==> config.mk <==
export PLATFORM = sky130hd
export DESIGN_NAME = multi_phase_traffic_controller_flat
export DESIGN_NICKNAME = d
export VERILOG_FILES = /design/src/rtl/multi_phase_traffic_controller_if.sv /design/src/rtl/multi_phase_traffic_controller.sv /design/src/flat_wrapper.sv
export SDC_FILE = /design/constraint.sdc
export NUM_CORES = 1
export LEC_CHECK = 0
export CORE_UTILIZATION = 56
export DETAILED_ROUTE_END_ITERATION = 12
export PLACE_DENSITY = 0.92
export SLEW_MARGIN = 15
export SYNTH_ARGS = -nofsm -noshare
export SYNTH_HDL_FRONTEND = slang
export SYNTH_SLANG_ARGS = --single-unit
==> constraint.sdc <==
create_clock -name clk -period 6.3 [get_ports clk]
set_input_delay 1.26 -clock clk [delete_from_list [all_inputs] [get_ports clk]]
set_output_delay 1.26 -clock clk [all_outputs]
set_load 0.1 [all_outputs]
==> src/rtl/multi_phase_traffic_controller_if.sv <==
// Lamp/sensor bus of one intersection controller; master = controller, slave = field side.
// ped_countdown is present only when PED_COUNTDOWN_EN is defined.
interface multi_phase_traffic_controller_if #(
  parameter int NUM_PHASES = 4,
  parameter int TIMER_W    = 9
);
  localparam int PHASE_W = (NUM_PHASES > 1) ? $clog2(NUM_PHASES) : 1;

  logic [NUM_PHASES-1:0]   sensor;
  logic                    ped_req;
  logic [2*NUM_PHASES-1:0] light;
  logic [1:0]              pedestrian_signal;
  logic [PHASE_W-1:0]      active_phase;
  logic                    ped_pending;
`ifdef PED_COUNTDOWN_EN
  logic [TIMER_W-1:0]      ped_countdown;
`endif

  modport master (
    input  sensor, ped_req,
    output light, pedestrian_signal, active_phase, ped_pending
`ifdef PED_COUNTDOWN_EN
    , output ped_countdown
`endif
  );

  modport slave (
    output sensor, ped_req,
    input  light, pedestrian_signal, active_phase, ped_pending
`ifdef PED_COUNTDOWN_EN
    , input ped_countdown
`endif
  );
endinterface

==> src/rtl/multi_phase_traffic_controller.sv <==
// N-phase intersection controller: round-robin green with demand skip, sensor extension, all-red, WALK.
// Outputs decode registered state only (no input-to-output path); PED_COUNTDOWN_EN adds ped_countdown.
module multi_phase_traffic_controller #(
  parameter int NUM_PHASES     = 4,
  parameter int TIMER_W        = 9,
  parameter int GREEN_DEFAULT  = 30,
  parameter int GREEN_EXTENDED = 45,
  parameter int YELLOW_TIME    = 5,
  parameter int ALL_RED_TIME   = 2,
  parameter int PED_TIME       = 15
) (
  input  logic clk,
  input  logic reset_n,
  multi_phase_traffic_controller_if.master tc
);
  localparam int PHASE_W = (NUM_PHASES > 1) ? $clog2(NUM_PHASES) : 1;
  localparam logic [TIMER_W-1:0] GD_T = TIMER_W'(GREEN_DEFAULT);
  localparam logic [TIMER_W-1:0] GE_T = TIMER_W'(GREEN_EXTENDED);
  localparam logic [TIMER_W-1:0] YL_T = TIMER_W'(YELLOW_TIME);
  localparam logic [TIMER_W-1:0] AR_T = TIMER_W'(ALL_RED_TIME);
  localparam logic [TIMER_W-1:0] PD_T = TIMER_W'(PED_TIME);
  localparam logic [1:0] LAMP_GREEN  = 2'b01;
  localparam logic [1:0] LAMP_YELLOW = 2'b10;
  localparam logic [1:0] PED_WALK    = 2'b11;

  if (NUM_PHASES < 2 || NUM_PHASES > 8) begin : g_bad_num_phases
    $error("NUM_PHASES must be within 2..8");
  end
  if (GREEN_EXTENDED < GREEN_DEFAULT) begin : g_bad_green
    $error("GREEN_EXTENDED must be >= GREEN_DEFAULT");
  end
  if (GREEN_EXTENDED >= (1 << TIMER_W) || GREEN_DEFAULT >= (1 << TIMER_W) ||
      YELLOW_TIME >= (1 << TIMER_W) || ALL_RED_TIME >= (1 << TIMER_W) ||
      PED_TIME >= (1 << TIMER_W)) begin : g_bad_timer_w
    $error("TIMER_W too narrow for a terminal count");
  end

  typedef enum logic [2:0] {
    ST_ALL_RED = 3'd0,
    ST_GREEN   = 3'd1,
    ST_YELLOW  = 3'd2,
    ST_PED     = 3'd3
  } state_t;

  state_t             state_q, state_d;
  logic [TIMER_W-1:0] timer_q, timer_d, term;
  logic [PHASE_W-1:0] cur_q, cur_d, nxt_q, nxt_d, demand_phase, idx;
  logic               pend_q, pend_d, done;

  // Nearest demanded phase after cur (cur itself excluded); plain successor if none.
  always_comb begin
    demand_phase = PHASE_W'((int'(cur_q) + 1) % NUM_PHASES);
    idx          = '0;
    for (int k = NUM_PHASES - 1; k >= 1; k--) begin
      idx = PHASE_W'((int'(cur_q) + k) % NUM_PHASES);
      if (tc.sensor[idx]) demand_phase = idx;
    end
  end

  always_comb begin
    term = '0;
    case (state_q)
      ST_GREEN:   term = tc.sensor[cur_q] ? GE_T : GD_T;
      ST_YELLOW:  term = YL_T;
      ST_ALL_RED: term = AR_T;
      ST_PED:     term = PD_T;
      default:    term = '0;
    endcase
  end

  // >= rather than == so a sensor drop late in an extended green exits at once.
  assign done = (timer_q >= term);

  always_comb begin
    state_d = state_q;
    timer_d = done ? '0 : timer_q + 1'b1;
    cur_d   = cur_q;
    nxt_d   = nxt_q;
    case (state_q)
      ST_GREEN:  if (done) state_d = ST_YELLOW;
      ST_YELLOW: if (done) begin
        state_d = ST_ALL_RED;
        nxt_d   = demand_phase;
      end
      ST_ALL_RED: if (done) begin
        if (pend_q) state_d = ST_PED;
        else begin
          state_d = ST_GREEN;
          cur_d   = nxt_q;
        end
      end
      ST_PED: if (done) begin
        state_d = ST_GREEN;
        cur_d   = nxt_q;
      end
      default: begin
        state_d = ST_ALL_RED;
        timer_d = '0;
        cur_d   = '0;
        nxt_d   = '0;
      end
    endcase
  end

  always_comb begin
    pend_d = pend_q;
    if (state_q != ST_PED) begin
      if (state_d == ST_PED) pend_d = 1'b0;
      else                   pend_d = pend_q | tc.ped_req;
    end
  end

  always_ff @(posedge clk or negedge reset_n) begin
    if (!reset_n) begin
      state_q <= ST_ALL_RED;
      timer_q <= '0;
      cur_q   <= '0;
      nxt_q   <= '0;
      pend_q  <= 1'b0;
    end else begin
      state_q <= state_d;
      timer_q <= timer_d;
      cur_q   <= cur_d;
      nxt_q   <= nxt_d;
      pend_q  <= pend_d;
    end
  end

  always_comb begin
    tc.light = '0;
    if (state_q == ST_GREEN)  tc.light[2*cur_q +: 2] = LAMP_GREEN;
    if (state_q == ST_YELLOW) tc.light[2*cur_q +: 2] = LAMP_YELLOW;
    tc.pedestrian_signal = (state_q == ST_PED) ? PED_WALK : 2'b00;
    tc.active_phase = (state_q == ST_GREEN || state_q == ST_YELLOW) ? cur_q : nxt_q;
    tc.ped_pending  = pend_q;
`ifdef PED_COUNTDOWN_EN
    tc.ped_countdown = (state_q == ST_PED) ? PD_T - timer_q : '0;
`endif
  end
endmodule

==> src/flat_wrapper.sv <==
// flat-port wrapper written by rule: the top's interface ports become plain ports
module multi_phase_traffic_controller_flat 
#(
  parameter int NUM_PHASES     = 4,
  parameter int TIMER_W        = 9,
  parameter int GREEN_DEFAULT  = 30,
  parameter int GREEN_EXTENDED = 45,
  parameter int YELLOW_TIME    = 5,
  parameter int ALL_RED_TIME   = 2,
  parameter int PED_TIME       = 15
)
  (clk, reset_n, tc_sensor, tc_ped_req, tc_light, tc_pedestrian_signal, tc_active_phase, tc_ped_pending);
  multi_phase_traffic_controller_if #(.NUM_PHASES(NUM_PHASES), .TIMER_W(TIMER_W)) tc_i ();
  input  logic clk;
  input  logic reset_n;
  input wire logic [$bits(tc_i.sensor)-1:0] tc_sensor;
  input wire logic [$bits(tc_i.ped_req)-1:0] tc_ped_req;
  output wire logic [$bits(tc_i.light)-1:0] tc_light;
  output wire logic [$bits(tc_i.pedestrian_signal)-1:0] tc_pedestrian_signal;
  output wire logic [$bits(tc_i.active_phase)-1:0] tc_active_phase;
  output wire logic [$bits(tc_i.ped_pending)-1:0] tc_ped_pending;
  assign tc_i.sensor = tc_sensor;
  assign tc_i.ped_req = tc_ped_req;
  assign tc_light = tc_i.light;
  assign tc_pedestrian_signal = tc_i.pedestrian_signal;
  assign tc_active_phase = tc_i.active_phase;
  assign tc_ped_pending = tc_i.ped_pending;
  multi_phase_traffic_controller #(.NUM_PHASES(NUM_PHASES), .TIMER_W(TIMER_W), .GREEN_DEFAULT(GREEN_DEFAULT), .GREEN_EXTENDED(GREEN_EXTENDED), .YELLOW_TIME(YELLOW_TIME), .ALL_RED_TIME(ALL_RED_TIME), .PED_TIME(PED_TIME)) u_core (.clk(clk), .reset_n(reset_n), .tc(tc_i));
endmodule
==> PnR_summary.wiki <==
{| class="wikitable"
! Metric !! Value
|-
| Arrival time worst endpoint || 2820 ps
|-
| Endpoint type of the worst setup path || output port
|-
| Placed Area || 0.001431 sq mm
|-
| Hold Path Stages || 1
|-
| Synth-to-layout area growth || 18.86%
|-
| IR Drop Worst-Case VDD || 0.0003030 V
|-
| Number of gates resized after cts || 0
|-
| Result of the run || finished, final reports clean
|-
| Pin count of the biggest net entering global routing || 18
|-
| First-pass GRT wire length || 4.650 mm
|-
| Worst-case headroom to the max-slew limit || 0.3506
|-
| Worst-case reg-to-reg path depth || 7
|-
| Root buffer cell || clkbuf_4
|-
| Leading cell types by count after synthesis || 17 x dfrtp_1, 16 x nor2_1, 11 x ha_1, 10 x nand2_1
|-
| Critical Path Fanout Max || 9
|-
| Main flop type after synthesis || dfrtp_1
|-
| Detailed Place HPWL || 2.017 mm
|-
| Height of the chip || 48.82 um
|-
| Critical path's slowest cell || clkdlybuf4s50_1
|-
| YS warnings || 0
|-
| CTS Buffer Depth || 2
|-
| Layout cell share with drive strength beyond 1 || 0.08974
|-
| Cell Pwr Density || 301.8 mW/mm^2
|-
| Most Crowded Layer GR || met2
|-
| TritonCTS clock tree || yes
|-
| Iter 0 DRT Violations || 15
|-
| Class of the most critical setup path || reg -> out
|-
| Post-layout net count || 175
|-
| Final wirelength || 2.607 mm
|-
| Detail-routed via count per cell || 5.825
|-
| Die footprint || 0.002383 sq mm
|-
| Reg-to-reg startpoint || u_core.cur_q[0]$_DFFE_PN0P_
|-
| Number of failing setup endpoints in the final timing report || 0
|-
| Worst Path Buf+Inv || 2
|-
| RD Place Congestion || 0.8687
|-
| CTS clk-pin slew, worst paths || 100 ps
|-
| Global route overflow || 0
|-
| Total GRT Usage || 0.2515
|-
| Unique cell type count in the Yosys netlist || 43
|-
| Setup Buffers After CTS || 0
|-
| Most area-consuming cells after synthesis || dfrtp_1 35%, ha_1 11%, nor2_1 4.9%
|-
| Filler Cell Count || 158
|-
| Share of synthesized flip-flops with an asynchronous set or reset || 1.000
|-
| Number of enable flip-flop cells after synthesis || 0
|-
| Clock latency of the later-clocked register in the worst-skew pair || 290 ps
|-
| M2 GR Usage || 0.4815
|-
| Number of primary I/O pins || 20
|-
| Most frequent cell after synthesis || dfrtp_1
|-
| Antenna fix cells || 0
|-
| Class of the tightest hold or removal check || reg -> reg
|-
| Flip-flop and latch count after synthesis || 17
|-
| Critical path required time || 5040 ps
|-
| Final-layout setup total negative slack || 0 ps
|-
| Worst setup SP type || register
|-
| Post-route fraction of the period consumed by the critical path || 0.6473
|-
| Max-capacitance violation count || 0
|-
| Dpl ws || 2172 ps
|-
| Worst Slack Setup Final || 2222 ps
|-
| Worst Skew || 1.068 ps
|-
| Top delay family on crit path || buffers and inverters
|-
| Cells traversed along the worst timing path || inv_1 -> nor3_1 -> and2_1 -> clkdlybuf4s50_1
|-
| Register-to-Register Setup Slack || 3320 ps
|-
| Core ar. || 0.002002 sq mm
|-
| Time the final worst path needs with I/O delays and setup || 4078 ps
|-
| Leak Pwr || 0.0006172 uW
|-
| Endpoints failing hold || 0
|-
| Number of buffer cells added on primary ports || 19
|-
| Total via count after detailed routing || 1066
|-
| Area of the mapped netlist || 0.001227 sq mm
|-
| Antenna violations before repair || 0
|-
| Pins over their slew limit || 0
|-
| Detailed Routing Iterations Pass 1 || 4
|-
| Antenna Violating Nets Remaining || 0
|-
| Register area share after synthesis || 0.3466
|-
| Cell Rows || 16
|-
| Global-route track usage on met3 || 0.009346
|-
| DRC errors left || 0
|-
| Unrepaired setup endpoints after global routing || no
|-
| Largest stage delay, worst path || 1130 ps
|-
| Met1 GRT Util || 0.2903
|-
| Post-synthesis average cell area || 8.959 sq um
|-
| Floorplan die width || 48.82 um
|-
| Number of H-tree levels || 1
|-
| Count of hold buffers inserted by post-cts repair || 0
|-
| Cell type contributing the most total cell area after synthesis || dfrtp_1
|-
| Max Freq || 245.2 MHz
|-
| Cells after synthesis || 137
|-
| Transition time of the tightest slew-check pin || 971.0 ps
|-
| Post-synth top area share || 0.3466
|-
| Vias in the first global route || 1049
|-
| Initial core utilization || 0.6131
|-
| Per-cell routed wire length || 14.25 um
|-
| Finished Cell Area || 0.001459 sq mm
|-
| Number of buffers inserted during clock tree synthesis || 3
|-
| End of the worst hold path || u_core.timer_q[0]$_DFF_PN0_
|-
| Total number of clock tree sinks || 17
|-
| Min-Delay Startpoint || u_core.timer_q[0]$_DFF_PN0_
|-
| Endpoint of the lowest-slack register-to-register path || u_core.nxt_q[0]$_DFFE_PN0P_
|}
==> registers in the layout, indices dropped and copies added (netlist names) <==
signal,count
u_core.state_q,3
u_core.nxt_q,2
u_core.timer_q,9
u_core.cur_q,2
u_core.tc.ped_pending,1
==> final cells by class <==
cell class / count / area (sq um) / area share
flip-flops and latches: 17 / 425.4 / 0.2916
clock inverters: 1 / 5.005 / 0.003431
inverters: 8 / 30.03 / 0.02058
clock buffers: 3 / 22.52 / 0.01544
multi-input cells: 108 / 752.0 / 0.5154
well taps: 27 / 33.78 / 0.02316
repair buffers: 19 / 190.2 / 0.1304
==> where the power goes <==
group | switching (uW) | leakage (uW) | internal [uW] | total [uW]
clock | 34.2 | 0.0000177 | 23.6 | 57.8
combinational | 159 | 0.000376 | 73.7 | 232
sequential | 26.7 | 0.000223 | 123 | 150
==> kinds of logic (layout without fill, tap and decap cells) <==
| group | after synthesis | in the layout | share of synthesized area |
|---|---|---|---|
| simple gates | 52 | 52 | 0.2151 |
| compound gates | 30 | 30 | 0.1712 |
| flops | 17 | 17 | 0.3466 |
| buf+inv | 14 | 31 | 0.04689 |
| fa+ha+maj | 11 | 11 | 0.1121 |
| xor+xnor | 6 | 6 | 0.04281 |
| mux | 6 | 6 | 0.06218 |
| other cells | 1 | 3 | 0.003055 |
==> how the worst max path moves through the flow <==
stage                           startpoint                     endpoint  slack, ps  cells after the start
5_1_grt        u_core.state_q[1]$_DFF_PN0_                  tc_light[5]       2120                      4
6_report       u_core.state_q[1]$_DFF_PN0_                  tc_light[5]       2220                      4
3_3_place_gp                  tc_sensor[2]  u_core.nxt_q[0]$_DFFE_PN0P_       2240                      8
3_5_place_dp                  tc_sensor[3]  u_core.nxt_q[0]$_DFFE_PN0P_       2170                      8
4_1_cts        u_core.state_q[1]$_DFF_PN0_                  tc_light[5]       2250                      4
2_1_floorplan  u_core.state_q[0]$_DFF_PN0_           tc_active_phase[1]       2110                      4
==> through the flow <==
step                utilization  instances  hold slack, ps  power, uW
finish                   0.7288        183           499.6      440.2
global route             0.7288        183           517.6      468.0
CTS                      0.7288        183           485.8      440.9
detailed placement       0.7150        179           471.8      382.1
global placement         0.7150        179           468.4      374.5
floorplan                     -        139           446.2      330.2
==> worst register-to-register path: cells and delay by family (launching register included) <==
kind / cells / cell delay, ps
AOI/OAI and AO/OA: 4 / 1120
and+or+nand+nor: 1 / 330
DFF: 1 / 550
adders and majority gates: 1 / 290
muxes: 1 / 590
==> cell usage in the layout (no fill, tap or decap), drive strengths merged, types with 4 or more instances in the layout <==
cell / count
o21ai: 6
clkdlybuf4s50: 19
nor2: 16
inv: 8
nand2: 10
ha: 11
dfrtp: 17
and2: 8
a21oi: 7
xnor2: 4
==> routing by layer <==
layer  up-vias  wire [um]  part of all wire
met1       516       1127              0.43
met4         0         40             0.015
met2        24       1401              0.54
met5         -          0                 0
li1        520          -                 -
met3         6         37             0.014
No activity file was read; power rests on OpenSTA's default activity.
